**src/rtl/ahbl_apb_pkg.sv**
```systemverilog
// Shared types and encodings for the multi-slave AHB-Lite to APB bridge.
package ahbl_apb_pkg;

    localparam int unsigned SLOT_W = 4;

    localparam logic [1:0] HTRANS_IDLE   = 2'b00;
    localparam logic [1:0] HTRANS_BUSY   = 2'b01;
    localparam logic [1:0] HTRANS_NONSEQ = 2'b10;
    localparam logic [1:0] HTRANS_SEQ    = 2'b11;

    localparam logic HRESP_OKAY  = 1'b0;
    localparam logic HRESP_ERROR = 1'b1;

    localparam logic [2:0] HSIZE_BYTE = 3'd0;
    localparam logic [2:0] HSIZE_HALF = 3'd1;
    localparam logic [2:0] HSIZE_WORD = 3'd2;

    typedef enum logic [2:0] {
        StIdle,
        StLatch,
        StSetup,
        StAccess,
        StDone,
        StErr1,
        StErr2
    } state_e;

endpackage

```
**src/rtl/ahbl_apb_strb_gen.sv**
```systemverilog
// Maps an AHB address-phase (write, size, low address bits) to APB4 byte strobes.
module ahbl_apb_strb_gen
    import ahbl_apb_pkg::*;
(
    input  logic       write_i,
    input  logic [2:0] size_i,
    input  logic [1:0] addr_lo_i,
    output logic [3:0] strb_o
);

    always_comb begin
        strb_o = 4'h0;
        if (write_i) begin
            case (size_i)
                HSIZE_BYTE: strb_o = 4'b0001 << addr_lo_i;
                HSIZE_HALF: strb_o = addr_lo_i[1] ? 4'b1100 : 4'b0011;
                // Word and anything wider drive every lane.
                default:    strb_o = 4'hF;
            endcase
        end
    end

endmodule

```
**src/rtl/ahbl_apb_bridge_mc.sv**
```systemverilog
// AHB-Lite slave fanning out to up to 16 APB4 slaves selected by an HADDR slot field.
// Optional PREADY watchdog enabled by defining AHBL_APB_BRIDGE_TIMEOUT_EN.
module ahbl_apb_bridge_mc
    import ahbl_apb_pkg::*;
#(
    parameter int unsigned NUM_SLAVES     = 16,
    parameter int unsigned SEL_LSB        = 24,
    parameter int unsigned APB_ADDR_WIDTH = 32,
    parameter int unsigned TIMEOUT_CYCLES = 256
) (
    input  logic                      HCLK,
    input  logic                      HRESET,
    input  logic                      HSEL,
    input  logic                      HWRITE,
    input  logic                      HREADYIN,
    input  logic [1:0]                HTRANS,
    input  logic [2:0]                HSIZE,
    input  logic [31:0]               HADDR,
    input  logic [31:0]               HWDATA,
    output logic [31:0]               HRDATA,
    output logic                      HREADYOUT,
    output logic                      HRESP,
    output logic [NUM_SLAVES-1:0]     PSEL,
    output logic                      PENABLE,
    output logic                      PWRITE,
    output logic [APB_ADDR_WIDTH-1:0] PADDR,
    output logic [31:0]               PWDATA,
    output logic [3:0]                PSTRB,
    input  logic [31:0]               PRDATA,
    input  logic                      PREADY,
    input  logic                      PSLVERR
);

    state_e                    state_q, state_d;
    logic [SLOT_W-1:0]         slot_q;
    logic [APB_ADDR_WIDTH-1:0] addr_q;
    logic                      write_q;
    logic [3:0]                strb_q;
    logic [3:0]                strb_nxt;
    logic [31:0]               pwdata_q;
    logic [31:0]               hrdata_q;
    logic                      accept;
    logic                      mapped;
    logic                      timeout_hit;

    assign accept = HSEL && HTRANS[1] && HREADYIN &&
                    (state_q inside {StIdle, StDone, StErr2});
    assign mapped = (32'(HADDR[SEL_LSB +: SLOT_W]) < NUM_SLAVES);

    ahbl_apb_strb_gen u_strb_gen (
        .write_i   (HWRITE),
        .size_i    (HSIZE),
        .addr_lo_i (HADDR[1:0]),
        .strb_o    (strb_nxt)
    );

`ifdef AHBL_APB_BRIDGE_TIMEOUT_EN
    localparam int unsigned TmoW = $clog2(TIMEOUT_CYCLES + 1);
    logic [TmoW-1:0] tmo_q;

    always_ff @(posedge HCLK) begin
        if (HRESET || state_q == StSetup) begin
            tmo_q <= '0;
        end else if (state_q == StAccess && !PREADY) begin
            tmo_q <= tmo_q + 1'b1;
        end
    end

    // Fires on the edge where the stall count would reach the limit.
    assign timeout_hit = (state_q == StAccess) && !PREADY &&
                         (tmo_q == TmoW'(TIMEOUT_CYCLES - 1));
`else
    logic unused_timeout;
    assign unused_timeout = ^TIMEOUT_CYCLES;
    assign timeout_hit    = 1'b0;
`endif

    always_comb begin
        state_d = state_q;
        unique case (state_q)
            StIdle, StDone, StErr2: begin
                if (accept) begin
                    state_d = mapped ? StLatch : StErr1;
                end else begin
                    state_d = StIdle;
                end
            end
            StLatch:  state_d = StSetup;
            StSetup:  state_d = StAccess;
            StAccess: begin
                if (PREADY) begin
                    state_d = PSLVERR ? StErr1 : StDone;
                end else if (timeout_hit) begin
                    state_d = StErr1;
                end
            end
            StErr1:   state_d = StErr2;
            default:  state_d = StIdle;
        endcase
    end

    always_ff @(posedge HCLK) begin
        if (HRESET) begin
            state_q  <= StIdle;
            slot_q   <= '0;
            addr_q   <= '0;
            write_q  <= 1'b0;
            strb_q   <= 4'h0;
            pwdata_q <= '0;
            hrdata_q <= '0;
        end else begin
            state_q <= state_d;
            if (accept) begin
                slot_q  <= HADDR[SEL_LSB +: SLOT_W];
                addr_q  <= HADDR[APB_ADDR_WIDTH-1:0];
                write_q <= HWRITE;
                strb_q  <= strb_nxt;
            end
            if (state_q == StLatch) begin
                pwdata_q <= HWDATA;
            end
            if (state_q == StAccess && PREADY && !PSLVERR && !write_q) begin
                hrdata_q <= PRDATA;
            end
        end
    end

    // Unmapped slots never reach SETUP/ACCESS, so the decode needs no range guard.
    always_comb begin
        PSEL = '0;
        if (state_q == StSetup || state_q == StAccess) begin
            for (int unsigned i = 0; i < NUM_SLAVES; i++) begin
                PSEL[i] = (slot_q == SLOT_W'(i));
            end
        end
    end

    assign PENABLE   = (state_q == StAccess);
    assign PWRITE    = write_q;
    assign PADDR     = addr_q;
    assign PSTRB     = strb_q;
    assign PWDATA    = pwdata_q;
    assign HRDATA    = hrdata_q;
    assign HREADYOUT = !(state_q inside {StLatch, StSetup, StAccess, StErr1});
    assign HRESP     = (state_q inside {StErr1, StErr2}) ? HRESP_ERROR : HRESP_OKAY;

endmodule

```
**config.mk**
```make
export PLATFORM = sky130hd
export DESIGN_NAME = ahbl_apb_bridge_mc
export DESIGN_NICKNAME = d
export VERILOG_FILES = /design/src/rtl/ahbl_apb_pkg.sv /design/src/rtl/ahbl_apb_strb_gen.sv /design/src/rtl/ahbl_apb_bridge_mc.sv
export SDC_FILE = /design/constraint.sdc
export NUM_CORES = 1
export LEC_CHECK = 0
export BUFFER_PORTS_ARGS = -buffer_cell sky130_fd_sc_hd__buf_2
export CORE_MARGIN = 5
export CORE_UTILIZATION = 43
export CTS_BUF_LIST = sky130_fd_sc_hd__clkbuf_8
export DETAILED_ROUTE_END_ITERATION = 12
export PLACE_DENSITY = 0.83
export SYNTH_ARGS = -nofsm -noshare
export SYNTH_HDL_FRONTEND = slang
export SYNTH_HIERARCHICAL = 1
export SYNTH_SLANG_ARGS = --single-unit
export TNS_END_PERCENT = 50
```
**constraint.sdc**
```tcl
create_clock -name HCLK -period 1.35 [get_ports HCLK]
set_clock_uncertainty 0.05 [all_clocks]
set_input_delay 0.135 -clock HCLK [delete_from_list [all_inputs] [get_ports HCLK]]
set_output_delay 0.135 -clock HCLK [all_outputs]
set_load 0.005 [all_outputs]
```
Word-level counts from Yosys, hierarchy flattened

Cells that the tools add are included.

Register bits: 108
Input port bits: 108
Output and inout port bits: 120
Word-level logic and storage cells: 57

Equality and inequality tests: 23
Shifts and indexed selects: 1
Mux-type cells: 9
Reductions and logical operators: 17

Operators with widths:

| kind                                                                   | count |
|---|---|
| 4-bit equality test (second input constant)                            | 8 |
| 4-bit by 3-bit equality test with 1-bit output (second input constant) | 4 |
| 16-bit two-way mux                                                     | 1 |
| 3-bit case mux with 5 select lines                                     | 1 |
| 3-bit equality test (second input constant)                            | 3 |
| 4-bit by 2-bit equality test with 1-bit output (second input constant) | 2 |
| 4-bit two-way mux                                                      | 2 |
| 4-bit case mux with 2 select lines                                     | 1 |
| 3-bit by 1-bit equality test with 1-bit output (second input constant) | 2 |
| 3-bit by 2-bit equality test with 1-bit output (second input constant) | 2 |
| 1-bit logical AND                                                      | 6 |
| 3-bit logical NOT                                                      | 2 |
| 4-bit by 1-bit equality test with 1-bit output (second input constant) | 1 |
| 4-bit logical NOT                                                      | 1 |
| 4-bit nonzero test                                                     | 1 |
| 1-bit by 2-bit left shift with 4-bit output (first input constant)     | 1 |
| 1-bit logical NOT                                                      | 3 |
| 1-bit two-way mux                                                      | 3 |
| 3-bit two-way mux                                                      | 1 |
| 3-bit nonzero test                                                     | 1 |
| 3-bit OR reduction                                                     | 1 |
| 2-bit by 1-bit != test with 1-bit output (second input constant)       | 1 |
| 2-bit nonzero test                                                     | 1 |
| 1-bit logical OR                                                       | 1 |

Longest topological paths before layout

Gate-level depths: netlist (run 1).

Word-level depth: 5
Mapped depth: 6
Depth with buffers taken out: 4

By module

Netlist (run 1), hierarchy kept.

By module, submodules not included:

| module             | times used | cells each | area each (um^2) |
|---|---|---|---|
| ahbl_apb_bridge_mc | 1          | 484        | 4469.3 |
| ahbl_apb_strb_gen  | 1          | 9          | 48.8 |

Worst setup path after synthesis (run 1)

Ideal clock, no wire load.

Path kind: register to register
Start: reg state_q[2]
End: reg hrdata_q[10] (netlist: HRDATA[10])
Data arrival time: 1.283 ns
Setup slack: -0.054 ns
Stages on the path, launching flop included: 5
Period minus slack after synthesis: 1.404 ns
Cell sequence: dfxtp_1 -> nand2b_1 -> nor4_4 -> buf_6 -> mux2i_1

Word-level cells in the longest chain between the ends: 4

RTL lines:

| what                                           | line                      | RTL |
|---|---|---|
| start, declared                                | ahbl_apb_bridge_mc.sv:34  | `state_e state_q, state_d;` |
| start signal, assigned                         | ahbl_apb_bridge_mc.sv:104 | `state_q <= StIdle;` |
| start signal, assigned                         | ahbl_apb_bridge_mc.sv:112 | `state_q <= state_d;` |
| 3-bit by 2-bit equality test with 1-bit output | ahbl_apb_bridge_mc.sv:122 | `if (state_q == StAccess && PREADY && !PSLVERR && !write_q) begin` |
| 1-bit logical AND (3 in a row)                 | ahbl_apb_bridge_mc.sv:122 |  |
| end signal, assigned                           | ahbl_apb_bridge_mc.sv:110 | `hrdata_q <= '0;` |
| end signal, assigned                           | ahbl_apb_bridge_mc.sv:123 | `hrdata_q <= PRDATA;` |
| end, declared                                  | ahbl_apb_bridge_mc.sv:41  | `logic [31:0] hrdata_q;` |

Every way passes these cells.
A chain may end at the register's enable or synchronous reset.

Final worst setup path (run 1)

Start: reg state_q[2]
End: out PSEL[0]

Word-level cells in the longest chain between the ends: 3

RTL lines:

| what                                           | line                      | RTL |
|---|---|---|
| 3-bit by 2-bit equality test with 1-bit output | ahbl_apb_bridge_mc.sv:131 | `if (state_q == StSetup \|\| state_q == StAccess) begin` |
| 1-bit logical OR (*)                           | ahbl_apb_bridge_mc.sv:131 |  |
| 16-bit two-way mux (*)                         | ahbl_apb_bridge_mc.sv:131 |  |
| end, declared                                  | ahbl_apb_bridge_mc.sv:23  | `output logic [NUM_SLAVES-1:0] PSEL,` |

Mark *: on every way between the ends. The rest lies on a longest branch, timed or not.

==> results, run 1 <==
- The flow ran to the end, but the final reports show violations.
- The checks that failed: negative setup slack.
- The critical path startpoint category is a register.
- The number of clock buffers added by TritonCTS is 9.
- The maximum number of pins on one net before global-route repair is 55.
- The startpoint of the most critical register-to-register path is state_q[2].
- The number of DRC markers after the initial detailed-route iteration is 367.
- The path with the worst hold slack has its endpoint at PWRITE.
- The minimum clock period after layout is 1670 ps.
- The ratio of cells with drive above 1 in the final layout is 0.359.
- The highest attainable clock frequency is 0.597 GHz.
- The type of the tightest min-delay check is input pin to register.
- The overall via count from detail_route is 4622.
- Excluding fillers, the count of instances in the completed layout stands at 965.
- The portion of the post-synthesis area used by sequential elements is 0.461.
- Of the post-synthesis cell area, the dominant cell type holds 0.461.
- The worst-case IR drop observed on VDD is between 0.6 and 0.7 mV.
- In this run the number of cells on the critical path is 4.
- The synthesized design contains 0 enable-type register cells.
- Setup repair after global routing could not meet its margin everywhere.
- The maximum number of buffers from clock root to sink is 2.
- The kind of end point of the critical path is an output port.
- The sequential share of power is 0.504.
- After detailed routing, the number of remaining DRC violations is 0.
- The total global routing overflow is 0.
- The floorplan has 37 rows.
- At the worst endpoint, the arrival time is between 1000 and 1500 ps.
- The placed wire-length estimate after detailed placement is 9.10 mm.
- The slew at the pin with the worst max-slew slack is 323 ps.
- The largest individual stage delay along the critical path comes from the cell sky130_fd_sc_hd__dfxtp_4.
- The number of cells in the design after placement is 838.
- The worst setup path startpoint is state_q[2].
- The net total in the final layout is about 930.
- In the synthesized netlist, the cells that appear most often are sky130_fd_sc_hd__nand2b_1 (142), sky130_fd_sc_hd__dfxtp_1 (104), sky130_fd_sc_hd__mux2i_1 (69).
- In this run the number of H-tree levels came out at 3.
- The flop-to-flop setup slack is -220 ps.
- The cell sitting at the root of the clock tree is a sky130_fd_sc_hd__clkbuf_8.
- The die covers 0.0127 mm².
- The part of the power in the clock network is 0.337.
- The area growth from synthesis to layout is 64.2%.
- The number of nets with antenna violations after detailed routing is 0.
- The clock latency on the worst-skew pair is 360 ps.
- The initial core utilization is 0.440.
- The routed length per placed instance is 15.7 µm.
- The via count of the first global-routing pass is 4838.
- The total power density per cell area is 855 mW/mm².
- The endpoint of the most critical register-to-register path is HRDATA[17].
- The first-pass GRT wire length is around 24 mm.
- The worst path required time is 1160 ps.
- The startpoint identified for the worst hold timing path is HWRITE.
- The critical path is of the register to output port type.
- The clock-pin slew on the worst setup and hold paths is 90 ps.
- The floorplan step set the die width to approximately 110 µm.
- The instance count along the most critical hold path is 3.
- The synthesized area is 0.00452 mm².
- Setup violations remaining at the end of the flow were counted as 120.
- The post-synthesis area per instance is 9.16 µm².
- The number of distinct library cell variants in the gate-level netlist after synthesis is 24.
- The final number of hold-violating endpoints came to 0.
- The part of the power in combinational logic is 0.159.
- The first detailed-routing pass ran for 6 iterations.
- In this design, the largest share of critical-path delay is due to simple AND/OR/NAND/NOR gates.
- The Yosys warning count is 6.
- The CTS tree is done.
- After technology mapping, the gate count stands at 493.
- The number of pins with negative max-slew slack in the final report is 0.
- Of the available clock period, the critical path in the final layout requires 1.24.
- The total internal power is 4.84 mW.
- The predominant post-synthesis flop cell is sky130_fd_sc_hd__dfxtp_1.
- Of all flip-flops after synthesis, the portion carrying an async set or reset was 0.
- Adding up every negative setup slack in the final design gives -18190 ps.
- Counting flops and latches in the post-synthesis netlist gives 104.
- Measured against its own limit, the worst slew margin works out to 0.785.
- The via density per instance is between 4 and 5.
- The post-synthesis net count is between 600 and 700.
- The worst path buffer plus inverter count is 1.
- In the global route stage, overall resource usage came out at 0.231.
- Among all cell types in the netlist, the one instantiated most often is sky130_fd_sc_hd__nand2b_1.
- Hold is met by 54.3 ps.
- The post-synthesis cell type with the largest combined area is sky130_fd_sc_hd__dfxtp_1.
- The number of cells on the worst reg-to-reg path is 6.
- The number of maximum-capacitance constraint violations is 0.
- The number of antenna violations at the first check in global routing was 1.
- From bottom edge to top edge, the die measures 113 µm.
- Ranked by total cell area, the synthesized netlist is headed by sky130_fd_sc_hd__dfxtp_1 (46%), sky130_fd_sc_hd__nand2b_1 (20%), sky130_fd_sc_hd__mux2i_1 (15%), sky130_fd_sc_hd__nand2_1 (5.6%), sky130_fd_sc_hd__a21oi_1 (3.8%).
- In this design, the stage delay of the slowest critical-path cell is 370 ps.
- Along the worst path, the maximum fanout reaches 4.
- In the post-route analysis, the smallest setup slack over all paths is -324 ps.
- The final wirelength is about 15 mm.
- The core region area is 0.0103 mm².
- For this design the top-level I/O count stands at 228.
- The proportion of total power due to net switching is 0.237.
- The weighted congestion at the end of routability-driven global placement is 0.874.
- For this design the static power due to leakage is between 3 and 4 nW.
- CTS saw 104 sinks.
- Walking the worst path, the cells encountered are nand2b_4, or3_4, nor3_2, buf_2.
- The number of port buffers is about 230.
- The power dissipated by switching net loads is 1.50 mW.
[stage by stage]
| step | power, mW | utilization | cell area, µm² | setup WS, ps |
|---|---|---|---|---|
| final | 6.34 | 0.722 | 7420 | -324 |
| after floorplan | 3.62 | - | 4550 | -42.4 |
| after global placement | 3.94 | 0.572 | 5880 | -28.7 |
| after global routing | 6.62 | 0.722 | 7420 | -426 |
| after CTS | 6.34 | 0.707 | 7270 | -317 |
| after detailed placement | 3.97 | 0.572 | 5880 | -105 |
[repair_timing]
action                                 4_1_cts  5_1_grt
hold buffers                                96        0
gates cloned                                 3        3
resized for setup                           18       20
setup buffers                                8        2
setup endpoints to repair                   86      122
endpoints found under the hold margin       96        0
pin swaps                                   12        4
[kinds of logic after synthesis]
kind of cell    count (synthesis)  share of synthesized area
compound gates                 42                     0.0496
simple gates                  244                      0.297
flops                         104                      0.461
mux                            69                      0.153
buf+inv                        34                     0.0396
[per-layer routing]
metal	vias to the layer above	global-route usage	wire, µm
li1	2248	-	-
met2	215	0.418	7750
met4	0	0.120	538
met1	2116	0.243	5730
met3	43	0.0625	1160
met5	-	0	0
[worst max path at each step]
stage,to,slack [ps]
2_1_floorplan,HRDATA[10],-40
3_3_place_gp,HRDATA[6],-30
3_5_place_dp,HRDATA[3],-100
4_1_cts,PSEL[2],-320
5_1_grt,PSEL[1],-430
6_report,PSEL[0],-320
[registers in the layout, indices dropped and copies added, names as in the netlist]
name     flops
HRDATA      32
PWDATA      32
PADDR       29
PSTRB        4
slot_q       3
state_q      3
PWRITE       1
[cell usage in the layout (no fill, tap or decap), types with 2 or more instances in the layout]
master,synthesis,routed
sky130_fd_sc_hd__clkbuf_8,0,10
sky130_fd_sc_hd__dfxtp_4,0,2
sky130_fd_sc_hd__dfxtp_2,0,3
sky130_fd_sc_hd__nor2_4,0,2
sky130_fd_sc_hd__nor3_2,0,3
sky130_fd_sc_hd__buf_6,6,9
sky130_fd_sc_hd__nor2b_1,5,3
sky130_fd_sc_hd__dfxtp_1,104,99
sky130_fd_sc_hd__buf_2,5,223
sky130_fd_sc_hd__clkinvlp_4,0,2
sky130_fd_sc_hd__buf_4,0,10
sky130_fd_sc_hd__nor2_1,16,12
sky130_fd_sc_hd__dlygate4sd3_1,0,96
sky130_fd_sc_hd__nor2_2,0,2
sky130_fd_sc_hd__nor2b_4,0,2
sky130_fd_sc_hd__o21a_1,2,2
sky130_fd_sc_hd__clkbuf_16,0,2
sky130_fd_sc_hd__bufinv_16,0,2
sky130_fd_sc_hd__buf_16,0,3
sky130_fd_sc_hd__nand2b_1,142,141
sky130_fd_sc_hd__buf_12,0,9
sky130_fd_sc_hd__nand2_1,67,67
sky130_fd_sc_hd__mux2i_1,69,67
sky130_fd_sc_hd__a21oi_1,34,34
sky130_fd_sc_hd__nand3b_1,2,2
sky130_fd_sc_hd__mux2i_2,0,2
sky130_fd_sc_hd__o21ai_1,4,4
[power groups by stage]
stage	clock [mW]	sequential [mW]	combinational, mW
floorplan	0	3.27	0.350
global placement	0	3.26	0.683
detailed placement	0	3.27	0.706
CTS	2.20	3.19	0.954
global route	2.32	3.21	1.09
finish	2.13	3.20	1.01
[layout make-up]
| class | instances | area (µm²) |
|---|---|---|
| Fill cell | 684 | 2860 |
| Clock inverter | 6 | 83.8 |
| Antenna cell | 1 | 2.50 |
| Timing Repair Buffer | 353 | 2580 |
| Sequential cell | 104 | 2090 |
| Clock buffer | 10 | 138 |
| Tap cell | 136 | 170 |
| Multi-Input combinational cell | 355 | 2350 |
[worst min-delay path: stages]
cell	delay (ps)
sky130_fd_sc_hd__buf_2	130
sky130_fd_sc_hd__nand2b_1	90
sky130_fd_sc_hd__mux2i_2	70
Note: power is estimated with default switching activity, not from simulation.
==> run 2, diff against run 1 <==
--- a/config.mk
+++ b/config.mk
@@ -10,7 +10,7 @@
 export CORE_UTILIZATION = 43
 export CTS_BUF_LIST = sky130_fd_sc_hd__clkbuf_8
 export DETAILED_ROUTE_END_ITERATION = 12
-export PLACE_DENSITY = 0.83
+export PLACE_DENSITY_LB_ADDON = 0.1
 export SYNTH_ARGS = -nofsm -noshare
 export SYNTH_HDL_FRONTEND = slang
 export SYNTH_HIERARCHICAL = 1
==> results, run 2 (synthesis results as in run 1) <==
- The kind of end point of the critical path is an output port.
- The first-pass GRT wire length is 22.0 mm (-7.5%).
- The number of maximum-capacitance constraint violations is 0 (unchanged).
- The critical path arrival is 1530 ps (+40 ps).
- The clock latency on the worst-skew pair was 360 ps (about the same).
- The via density per instance is 4.64 (-3.1%).
- The minimum clock period after layout is 1720 ps (+44.2 ps).
- The number of iterations in the first detailed-routing pass was 4 (-2).
- Among all stages on the critical path, the largest delay is contributed by sky130_fd_sc_hd__dfxtp_4.
- The type of the tightest min-delay check is input pin to register.
- The relative slew slack was 0.754 (-0.0304).
- The setup violation total in the final timing report is 120 (unchanged).
- The area growth from synthesis to layout is 63.4%.
- The number of standard cells in the layout, taps in and fillers out is 966 (+0.10%).
- The post-route clock period utilization came to 1.27 (+0.0327).
- The overall via count from detail_route is 4485 (-3.0%).
- The routed length per placed instance is 14.5 µm (-8.0%).
- The critical path startpoint category is a register.
- Setup repair after global routing could not meet its margin everywhere.
- The path with the worst hold slack has its endpoint at PWRITE.
- The net total in the final layout is 933 (+0.21%).
- The via count of the first global-routing pass is 4706 (-2.7%).
- The number of CTS-inserted buffers is 9 (unchanged).
- The cell chosen for the clock root is sky130_fd_sc_hd__clkbuf_8.
- The flop-to-flop setup slack is -230 ps (about the same).
- The area of the die is 0.0127 mm² (unchanged).
- The initial core utilization is 0.440 (unchanged).
- The residual DRC count was 0 (unchanged).
- The ratio of cells with drive above 1 in the final layout is 0.367 (+0.00877).
- The instance count along the most critical hold path came to 3 (unchanged).
- The worst ir drop on vdd is 0.469 mV (-31%).
- The die span in x is 113 µm (unchanged).
- The maximum number of buffers from clock root to sink is 2 (unchanged).
- The number of antenna violations at the first check in global routing was 0 (-1).
- The number of DRC markers after the initial detailed-route iteration was 264 (-28%).
- The final number of hold-violating endpoints is 0 (unchanged).
- The final wirelength is 14.0 mm (-7.9%).
- The flow ran to the end, but the final reports show violations.
- The total clock sinks came to 104 (unchanged).
- The die boundary height is 113 µm (unchanged).
- The core region area is 0.0103 mm² (unchanged).
- The maximum number of pins on one net before global-route repair was 108 (+96%).
- The start point of the worst min-delay path is HWRITE.
- The total global routing overflow is 0 (unchanged).
- The number of nets with antenna violations after detailed routing is 0 (unchanged).
- The clock-pin slew on the worst setup and hold paths is 90 ps (about the same).
- The weighted congestion at the end of routability-driven global placement is 0.807 (-7.7%).
- The highest attainable clock frequency was 0.582 GHz (-2.6%).
- TritonCTS built the clock tree.
- The biggest fanout along the worst timing path is 4 (unchanged).
- The startpoint of the most critical register-to-register path is state_q[1].
- The overall track demand over capacity in global routing is 0.212 (-0.0186).
- The endpoint of the most critical register-to-register path is slot_q[0].
- The leakage component of the power is 3.24 nW (-0.91%).
- The total power density per cell area was 813 mW/mm² (-4.8%).
- The number of port buffers is 226 (unchanged).
- The number of cells in the design after placement came to 839 (+0.12%).
- The row count is 37 (unchanged).
- The depth of the CTS H-tree is 3 (unchanged).
- The signal on the critical path passes through nor2b_4, buf_6, nand3b_1, nor3_2, buf_2.
- The number of diodes added for antenna fixing came to 0 (-1).
- The final worst slack is -368 ps (-44.2 ps).
- The slew at the pin with the worst max-slew slack is 368 ps (+45.6 ps).
- The worst-case setup slack after placement was -81.2 ps (+23.6 ps).
- The placed wire-length estimate after detailed placement is 8.65 mm (-5.0%).
- The critical path class is register to output port.
- Leaving out fill and tap cells, the most frequent cells in the layout are sky130_fd_sc_hd__buf_2 (224), sky130_fd_sc_hd__nand2b_1 (141), sky130_fd_sc_hd__dfxtp_1 (99).
- The worst path required time came to 1160 ps (about the same).
- The final reports fail on negative setup slack.
- The number of pins with negative max-slew slack in the final report is 0 (unchanged).
- The number of cells on the worst reg-to-reg path is 7 (+1).
- The number of placed I/O pins came to 228 (unchanged).
- The most frequent standard cell in the layout excluding fill and tap cells is sky130_fd_sc_hd__buf_2.
- The delay contributed by the slowest stage of the critical path is 390 ps (+20 ps).
[run 2: changes by cell type in the layout (fill, tap and decap cells not counted), sizes merged]
cell,change
inv,+2
clkbuf,-1
clkinvlp,-2
diode,-1
buf,+2
clkinv,+3
bufinv,-2
[run 2: timing repair]
| action | in CTS | in global routing |
|---|---|---|
| buffers inserted | 8 | 6 |
| pin swaps | 12 | 8 |
| hold buffers | 96 | 0 |
| cloned | 3 | 2 |
| resized for setup | 25 | 17 |
| hold endpoints to repair | 96 | 0 |
| setup endpoints to repair | 103 | 120 |
[run 2: worst max-delay path by stage]
stage,start,to
after global placement,state_q[2],HRDATA[11]
after CTS,state_q[2],PSEL[0]
final,state_q[1],PSEL[2]
after detailed placement,state_q[2],HRDATA[1]
after floorplan,state_q[2],HRDATA[10]
after global routing,state_q[2],PSEL[0]
[run 2: area by class of cell]
type	count	area (µm²)
repair buffers	355	2560
clock buffers	9	124
fillers	797	2900
flip-flops and latches	104	2100
multi-input cells	355	2380
clock inverters	7	53.8
well taps	136	170
[run 2: stage by stage]
step | setup TNS [ps] | total power, mW | hold slack (ps) | utilization | area [µm²]
finish | -16180 | 6.00 | 23.7 | 0.718 | 7380
global route | -23590 | 6.29 | 54.0 | 0.718 | 7380
CTS | -15280 | 6.04 | 7.60 | 0.708 | 7270
detailed placement | -2250 | 3.97 | 331 | 0.573 | 5890
global placement | -890 | 3.95 | 327 | 0.573 | 5890
floorplan | -1990 | 3.62 | 221 | - | 4550
[run 2: per-layer routing]
metal  global-route usage  up-vias  share of wire
met1                0.229     2057           0.39
li1                     -     2254              -
met5                    0        -              0
met3               0.0604       29          0.065
met4               0.0809        0          0.025
met2                0.391      145           0.52
[run 2: worst max-delay path, delay by kind of cell (launching register included)]
kind / cells / cell delay, ps
AND/OR/NAND/NOR: 3 / 510
flip-flops: 1 / 390
buffers and inverters: 2 / 270
[run 2: where the power goes]
group / internal (mW) / switching, mW
Combinational: 0.612 / 0.392
Sequential: 3.14 / 0.0488
Clock: 0.691 / 1.12
Total: 4.45 / 1.56
